File: src/rtl/pipe_sum_tree_pkg.sv
// Shared definitions for the pipelined reduction adder.
//   WordLenDefault : default lane / output width of the mat_mul datapath
//   clog2          : ceiling log2, used to size the adder tree
//   lane_lsb       : bit offset of a lane inside a packed lane bus
package pipe_sum_tree_pkg;

  localparam int unsigned WordLenDefault = 32;

  function automatic int unsigned clog2(input int unsigned n);
    int unsigned r;
    r = 0;
    for (int unsigned i = 0; i < 32; i++) begin
      if ((64'd1 << i) < 64'(n)) r = i + 1;
    end
    return r;
  endfunction

  function automatic int unsigned lane_lsb(input int unsigned lane, input int unsigned width);
    return lane * width;
  endfunction

endpackage

File: src/rtl/pipe_sum_tree_add_stage.sv
// One level of the registered adder tree.
//   clk, rst           : clock, synchronous active-high reset
//   in_valid, in_last  : beat qualifiers, delayed one cycle to out_valid/out_last
//   in_data            : 2*N_PAIRS signed lanes of IN_W bits
//   out_data           : N_PAIRS signed pairwise sums of IN_W+1 bits (no bits lost)
module pipe_add_stage
  import pipe_sum_tree_pkg::*;
#(
  parameter int unsigned IN_W    = 32,
  parameter int unsigned N_PAIRS = 2
) (
  input  logic                         clk,
  input  logic                         rst,
  input  logic                         in_valid,
  input  logic                         in_last,
  input  logic [2*N_PAIRS*IN_W-1:0]    in_data,
  output logic                         out_valid,
  output logic                         out_last,
  output logic [N_PAIRS*(IN_W+1)-1:0]  out_data
);

  always_ff @(posedge clk) begin
    if (rst) begin
      out_valid <= 1'b0;
      out_last  <= 1'b0;
    end else begin
      out_valid <= in_valid;
      out_last  <= in_last;
    end
  end

  for (genvar p = 0; p < N_PAIRS; p++) begin : g_pair
    logic [IN_W-1:0] a;
    logic [IN_W-1:0] b;
    logic [IN_W:0]   sum_q;

    assign a = in_data[lane_lsb(2 * p, IN_W) +: IN_W];
    assign b = in_data[lane_lsb(2 * p + 1, IN_W) +: IN_W];

    // Data is not gated by valid; only the qualifier pipe carries meaning.
    always_ff @(posedge clk) begin
      sum_q <= {a[IN_W-1], a} + {b[IN_W-1], b};
    end

    assign out_data[p*(IN_W+1) +: IN_W+1] = sum_q;
  end

endmodule

File: src/rtl/pipe_sum_tree.sv
// Pipelined reduction adder: registered binary adder tree over NUM_IN signed lanes,
// optional multi-beat accumulation, arithmetic right-shift scaling and optional saturation.
//   clk, rst   : clock, synchronous active-high reset
//   in_valid   : beat present this cycle
//   in_last    : final beat of a group (ignored when ACC_EN=0)
//   in_data    : NUM_IN signed lanes, lane k at [k*WORD_LEN +: WORD_LEN]
//   out_valid  : one-cycle result pulse, LEVELS+2 cycles after the last beat
//   out_data   : scaled, saturated or wrapped result; holds until the next result
//   out_sat    : result was clamped (always 0 when SAT_EN=0)
module pipe_sum_tree
  import pipe_sum_tree_pkg::*;
#(
  parameter int unsigned WORD_LEN  = WordLenDefault,
  parameter int unsigned NUM_IN    = 4,
  parameter int unsigned SHIFT     = 2,
  parameter bit          SAT_EN    = 1'b1,
  parameter bit          ACC_EN    = 1'b0,
  parameter int unsigned ACC_GUARD = 8
) (
  input  logic                       clk,
  input  logic                       rst,
  input  logic                       in_valid,
  input  logic                       in_last,
  input  logic [NUM_IN*WORD_LEN-1:0] in_data,
  output logic                       out_valid,
  output logic [WORD_LEN-1:0]        out_data,
  output logic                       out_sat
);

  localparam int unsigned LEVELS = clog2(NUM_IN);
  localparam int unsigned TREE_W = WORD_LEN + LEVELS;
  localparam int unsigned ACC_W  = TREE_W + ACC_GUARD;

  // Adder tree: level l consumes the previous level's sums.
  for (genvar l = 0; l < LEVELS; l++) begin : g_lvl
    localparam int unsigned IW = WORD_LEN + l;
    localparam int unsigned NP = NUM_IN >> (l + 1);

    logic                   vin;
    logic                   lin;
    logic [2*NP*IW-1:0]     din;
    logic                   v;
    logic                   la;
    logic [NP*(IW+1)-1:0]   sum;

    if (l == 0) begin : g_first
      assign vin = in_valid;
      // Without accumulation every beat closes its own group.
      assign lin = ACC_EN ? in_last : 1'b1;
      assign din = in_data;
    end else begin : g_next
      assign vin = g_lvl[l-1].v;
      assign lin = g_lvl[l-1].la;
      assign din = g_lvl[l-1].sum;
    end

    pipe_add_stage #(
      .IN_W    (IW),
      .N_PAIRS (NP)
    ) u_stage (
      .clk       (clk),
      .rst       (rst),
      .in_valid  (vin),
      .in_last   (lin),
      .in_data   (din),
      .out_valid (v),
      .out_last  (la),
      .out_data  (sum)
    );
  end

  logic              tree_valid;
  logic              tree_last;
  logic [TREE_W-1:0] tree_sum;
  logic [ACC_W-1:0]  tree_ext;

  assign tree_valid = g_lvl[LEVELS-1].v;
  assign tree_last  = g_lvl[LEVELS-1].la;
  assign tree_sum   = g_lvl[LEVELS-1].sum;
  assign tree_ext   = {{ACC_GUARD{tree_sum[TREE_W-1]}}, tree_sum};

  // Accumulator stage.
  logic [ACC_W-1:0] acc_q;
  logic             first_q;
  logic             acc_valid_q;
  logic             acc_last_q;

  always_ff @(posedge clk) begin
    if (rst) begin
      acc_q       <= '0;
      first_q     <= 1'b1;
      acc_valid_q <= 1'b0;
      acc_last_q  <= 1'b0;
    end else begin
      acc_valid_q <= tree_valid;
      acc_last_q  <= tree_last;
      if (tree_valid) begin
        acc_q   <= first_q ? tree_ext : acc_q + tree_ext;
        first_q <= tree_last;
      end
    end
  end

  // Scale and saturate.
  logic signed [ACC_W-1:0]    scaled;
  logic [ACC_W-WORD_LEN:0]    upper;
  logic                       in_range;
  logic [WORD_LEN-1:0]        data_d;
  logic                       sat_d;
  logic                       fire;

  assign scaled   = $signed(acc_q) >>> SHIFT;
  assign upper    = scaled[ACC_W-1:WORD_LEN-1];
  // Fits in WORD_LEN iff all bits from the result sign bit upward agree.
  assign in_range = (&upper) | ~(|upper);
  assign fire     = acc_valid_q & acc_last_q;

  always_comb begin
    data_d = scaled[WORD_LEN-1:0];
    sat_d  = 1'b0;
    if (SAT_EN && !in_range) begin
      sat_d  = 1'b1;
      data_d = scaled[ACC_W-1] ? {1'b1, {(WORD_LEN-1){1'b0}}} : {1'b0, {(WORD_LEN-1){1'b1}}};
    end
  end

  always_ff @(posedge clk) begin
    if (rst) begin
      out_valid <= 1'b0;
      out_data  <= '0;
      out_sat   <= 1'b0;
    end else begin
      out_valid <= fire;
      if (fire) begin
        out_data <= data_d;
        out_sat  <= sat_d;
      end
    end
  end

endmodule

File: config.mk
export PLATFORM = sky130hd
export DESIGN_NAME = pipe_sum_tree
export DESIGN_NICKNAME = d
export VERILOG_FILES = /design/src/rtl/pipe_sum_tree_pkg.sv /design/src/rtl/pipe_sum_tree_add_stage.sv /design/src/rtl/pipe_sum_tree.sv
export SDC_FILE = /design/constraint.sdc
export NUM_CORES = 1
export LEC_CHECK = 0
export CORE_MARGIN = 5
export CORE_UTILIZATION = 56
export CTS_CLUSTER_DIAMETER = 200
export CTS_CLUSTER_SIZE = 14
export DETAILED_ROUTE_END_ITERATION = 7
export DONT_BUFFER_PORTS = 1
export GPL_TIMING_DRIVEN = 0
export PLACE_DENSITY = 0.73
export SYNTH_ARGS = -nofsm -noshare
export SYNTH_HDL_FRONTEND = slang
export SYNTH_SLANG_ARGS = --single-unit
export TNS_END_PERCENT = 1
File: constraint.sdc
create_clock -name clk -period 7.44 [get_ports clk]
set_input_delay 1.488 -clock clk [delete_from_list [all_inputs] [get_ports clk]]
set_output_delay 1.488 -clock clk [all_outputs]
set_load 0.05 [all_outputs]
### Word level (Yosys, flattened, before mapping)

Cells that the tools add are included.

| cells by class | value |
|---|---|
| add/subtract/negate cells | 4 |
| muxes and demuxes | 5 |
| bitwise gates (word level) | 3 |
| reductions and logical operators | 2 |

Operators with widths:

| cell | number |
|---|---|
| $add 32x32->33 | 2 |
| $mux 32 | 2 |
| $add 42x42->42 | 1 |
| $mux 42 | 1 |
| $add 33x33->34 | 1 |
| $reduce_and 9->1 | 1 |
| $reduce_or 9->1 | 1 |
| $mux 1 | 2 |
| $and 1x1->1 | 1 |
| $not 1->1 | 1 |
| $or 1x1->1 | 1 |

| word-level totals | value |
|---|---|
| flip-flop bits (word level) | 183 |
| input port bits | 132 |
| output and inout port bits | 34 |

### Logic depth before layout (Yosys ltp)

| depth | value |
|---|---|
| depth in word-level cells | 4 |
| gate-level depth with buffers | 13 |
| gate-level depth less buffers | 13 |

### Cells and area by module

From an unflattened synthesis, not the netlist that was laid out.

| unflattened totals | value |
|---|---|
| cells, all modules | 1,561 |
| area, all modules | 13,006.2 um^2 |

By module, submodules not included:

| module | times used | cells each | area an instance (um^2) | sequential area each (um^2) |
|---|---|---|---|---|
| pipe_sum_tree | 1 | 715 | 5,540.3 | 1,581.5 |
| pipe_add_stage (g_lvl[0].u_stage) | 1 | 539 | 4,799.6 | 1,361.3 |
| pipe_add_stage (g_lvl[1].u_stage) | 1 | 307 | 2,666.3 | 720.7 |

### Least setup slack after synthesis

OpenSTA, ideal clock, no wires.

| timing | value |
|---|---|
| path kind | input-to-reg |
| from | input port in_data[0] |
| to | register g_lvl[0].u_stage.g_pair[0].sum_q[30] |
| setup time | 0.123 ns |
| arrival time | 4.047 ns |
| data required time | 7.317 ns |
| slack | 3.270 ns |
| stages on the path | 12 |
| path through | ha_1 > fa_1 > a21o_1 > a21oi_1 > o21ai_0 > a21bo_2 > a311o_2 > a311oi_4 > o21ai_2 > a21boi_2 > o21ai_2 > xor2_1 |

| on the way | value |
|---|---|
| cells in the longest elaborated chain, start to end | 1 |

RTL lines:

| item | RTL line | source |
|---|---|---|
| from (decl) | pipe_sum_tree.sv:24 | `input logic [NUM_IN*WORD_LEN-1:0] in_data,` |
| $add 32x32->33 | pipe_sum_tree_add_stage.sv:42 | `sum_q <= {a[IN_W-1], a} + {b[IN_W-1], b};` |
| to (signal assigned) | pipe_sum_tree_add_stage.sv:42 |  |
| to (decl) | pipe_sum_tree_add_stage.sv:35 | `logic [IN_W:0] sum_q;` |

Every way passes these cells.
A chain may end at the register's enable or synchronous reset.

### Worst setup path in the final report

| timing | value |
|---|---|
| from | input port in_data[0] |
| to | register g_lvl[0].u_stage.g_pair[0].sum_q[32] |

Same word-level chain as after synthesis.

==> run_results.csv <==
group,metric,value,unit
status,outcome,"finished, final reports clean",
clock_tree,cts_setup_buffers,0,
finish,drive_gt1_share,3.905,%
floorplan,pin_count,166,
worst_setup_path,max_stage_delay,0.43,ns
global_routing,grt_pass1_vias,10500,
logic_synthesis,synth_enable_flop_cells,0,
finish,design_area,13150,µm²
floorplan,core_area,21690,µm²
clock_tree,cts_tree,"yes",
route,drc,0,
global_routing,gr-total-overflow,0,
worst_setup_path,crit_path_frequent_cell,"o21ai_2",
sta,period_share,55.95,%
worst_setup_path,reg2reg_from,"g_lvl[1].u_stage.out_data[0]",
global_routing,grt_pass1_wl,50380,µm
placement,portBuffers,0,
clock_tree,cts_buffers,17,
logic_synthesis,synth_nets,1753,
clock_tree,insertion_delay,0.43,ns
sta,slew_headroom,42.92,%
clock_tree,cts_sinks,183,
worst_hold_path,hp-class,"reg -> reg",
global_routing,antenna_found_initial,0,
sta,max_slew.worst_pin.slew,0.8490,ns
worst_setup_path,required,7.79,ns
clock_tree,cts_hold_buffers,0,
clock_tree,cts.clk_slew.worst_paths,0.07,ns
worst_setup_path,critPathTopFamily,"compound AO/OA/AOI/OAI gates",
logic_synthesis,ys_seq_elements,183,
sta,slew_violations,0,
clock_tree,cts_root_buf,"clkbuf_16",
finish,area_delta_synth_final,7.576,%
logic_synthesis,avgSynthCellArea,8.264,µm²
logic_synthesis,ys_seq_area_share,29.98,%
floorplan,fp-row-count,54,
sta,fmax,240.2,MHz
logic_synthesis,synth_area,12220,µm²
sta,setup_viol,0,
job,cap_violations,0,
clock_tree,htreeDepth,4,
power,irDropWorstVdd,132.8,µV
worst_setup_path,path_cells,"ha_1 > fa_1 > a21o_1 > a21oi_1 > o21ai_0 > a21bo_2 > a311o_2 > a311oi_4 > o21ai_2 > a21boi_2 > o21ai_2 > a31oi_1",
sta,clock-skew-final,0.01131,ns
floorplan,die_area,24880,µm²
worst_setup_path,worstSetupPathType,"in -> reg",
placement,place_area,12570,µm²
global_routing,grt_usage,24.65,%
route,drt_iter0_drc,732,
route,ant_nets,0,
finish,fillers,1960,
floorplan,die_w,157.7,µm
worst_setup_path,startpoint_type,"input pin",
route,wl,30890,µm
worst_setup_path,crit_start,"in_data[0]",
worst_setup_path,cp.buffers_inverters,0,
worst_setup_path,cp_slowest_cell,"a311o_2",
logic_synthesis,yosys_warnings,0,
route,post_drt_wl_per_cell,17.24,µm
global_routing,grt_max_degree,17,
logic_synthesis,synthDominantCellAreaShare,29.98,%
power,p_per_area,303.1,nW/µm²
power,leakage,0.005825,µW
sta,final.min_clock_period,4.163,ns
route,viasPerCell,6.071,
placement,post-dp-hpwl,24420,µm
sta,final.setup.tns,0,ns
logic_synthesis,synth.area.top_cells,"dfxtp_1, ha_1, a21oi_1",
logic_synthesis,synth_common_cells,"a21oi_1, dfxtp_1, ha_1",
worst_setup_path,critPathMaxFanout,4,
logic_synthesis,synthArstFlopShare,0,%
route,vias,10880,
worst_hold_path,hold_start,"g_lvl[0].u_stage.g_pair[1].sum_q[0]",
power,totalPowerFinal,3985,µW
floorplan,die_y,157.7,µm
placement,gp_congestion,0.9761,
sta,holdWs,0.4434,ns
logic_synthesis,syn_inst,1479,
clock_tree,cts_resized,0,
logic_synthesis,yosys.cell_count.top_type,"a21oi_1",
logic_synthesis,synth_top_area_cell,"dfxtp_1",
floorplan,initial_core_util,56.35,%
sta,hold_viol,0,
logic_synthesis,synth_cell_types,74,
route,firstDrtPassIters,6,
worst_setup_path,arrival,4.51,ns
sta,rsz0062_at_grt,"no",
finish,nets,1772,
worst_setup_path,worstSetupEndpointType,"flip-flop",
clock_tree,clockBufferDepth,2,
logic_synthesis,ys.flop_type,"dfxtp_1",
## cell type report
cell class	instances	area [µm²]	share of cell area (%)
diodes	1	2.502	0.01903
plain buffers	54	202.7	1.542
clock buffers	21	460.4	3.502
clock inverters	11	112.6	0.8565
inverters	49	183.9	1.399
multi-input cells	1193	8172	62.15
flip-flops and latches	183	3664	27.86
well taps	280	350.3	2.665
## layer usage
layer / share of wire (%) / vias to the layer above / global-route usage (%)
met1: 46 / 4906 / 33.97
met5: 0 / - / 0
met4: 1.9 / 0 / 7.046
met2: 43 / 458 / 38.85
li1: - / 5471 / -
met3: 8.6 / 45 / 5.604
## stage by stage
stage	instances	utilization, %	worst slack, ns
after detailed placement	1759	57.97	2.870
after global routing	1791	60.61	3.080
after floorplan	1479	-	3.270
final	1792	60.62	3.277
after CTS	1791	60.61	3.302
after global placement	1759	57.97	2.863
## power by group
part           switching, µW  internal [µW]
sequential               140           1180
combinational           1050            731
clock                    391            486
total                   1580           2400
## kinds of logic (layout without fill, tap and decap cells)
| logic type | after synthesis | in the layout | share of synthesized area (%) |
|---|---|---|---|
| AO/OA/AOI/OAI | 566 | 566 | 29.64 |
| XOR/XNOR | 112 | 112 | 8.026 |
| adder cells (fa/ha/maj) | 142 | 142 | 14.78 |
| buffers and inverters | 103 | 135 | 3.163 |
| flip-flops | 183 | 183 | 29.98 |
| multiplexers | 6 | 6 | 0.4914 |
| other | 0 | 1 | 0 |
| AND/OR/NAND/NOR | 367 | 367 | 13.92 |
## flip-flops by register name (all words and copies together) (netlist names)
| register | cells |
|---|---|
| out_data | 32 |
| g_lvl.u_stage.out_last | 2 |
| g_lvl.u_stage.out_data | 34 |
| g_lvl.u_stage.out_valid | 2 |
| first_q | 1 |
| out_sat | 1 |
| acc_q | 42 |
| out_valid | 1 |
| g_lvl.u_stage.g_pair.sum_q | 66 |
| acc_valid_q | 1 |
| acc_last_q | 1 |
## final timing paths
check	endpoint	slack (ns)	depth (start not counted)
max	g_lvl[0].u_stage.g_pair[0].sum_q[32]	3.28	12
min	g_lvl[1].u_stage.out_data[0]	0.44	1
max reg2reg	acc_q[38]	3.74	12
min reg2reg	g_lvl[1].u_stage.out_data[0]	0.44	1
## layout by cell type (no fill, tap or decap), types with 48 or more instances in the layout
| cell type | Yosys | final |
|---|---|---|
| clkbuf_1 | 48 | 50 |
| a21o_1 | 76 | 76 |
| dfxtp_1 | 183 | 183 |
| nor2_1 | 124 | 124 |
| xnor2_1 | 73 | 73 |
| ha_1 | 138 | 138 |
| a21oi_1 | 190 | 190 |
| o21ai_0 | 105 | 105 |
| nand2_1 | 104 | 104 |
| inv_1 | 48 | 48 |
## worst reg2reg max path: stages (launching register included)
cell      delay [ns]
dfxtp_1         0.32
ha_1            0.24
fa_1            0.43
a211oi_1        0.39
o21ai_1         0.22
nand3_1         0.17
a21oi_1         0.08
a21oi_1         0.19
o21ai_1         0.17
a221oi_2        0.46
o221ai_1        0.39
a311oi_1        0.36
o32ai_1         0.13
(Power assumes the default switching activity.)
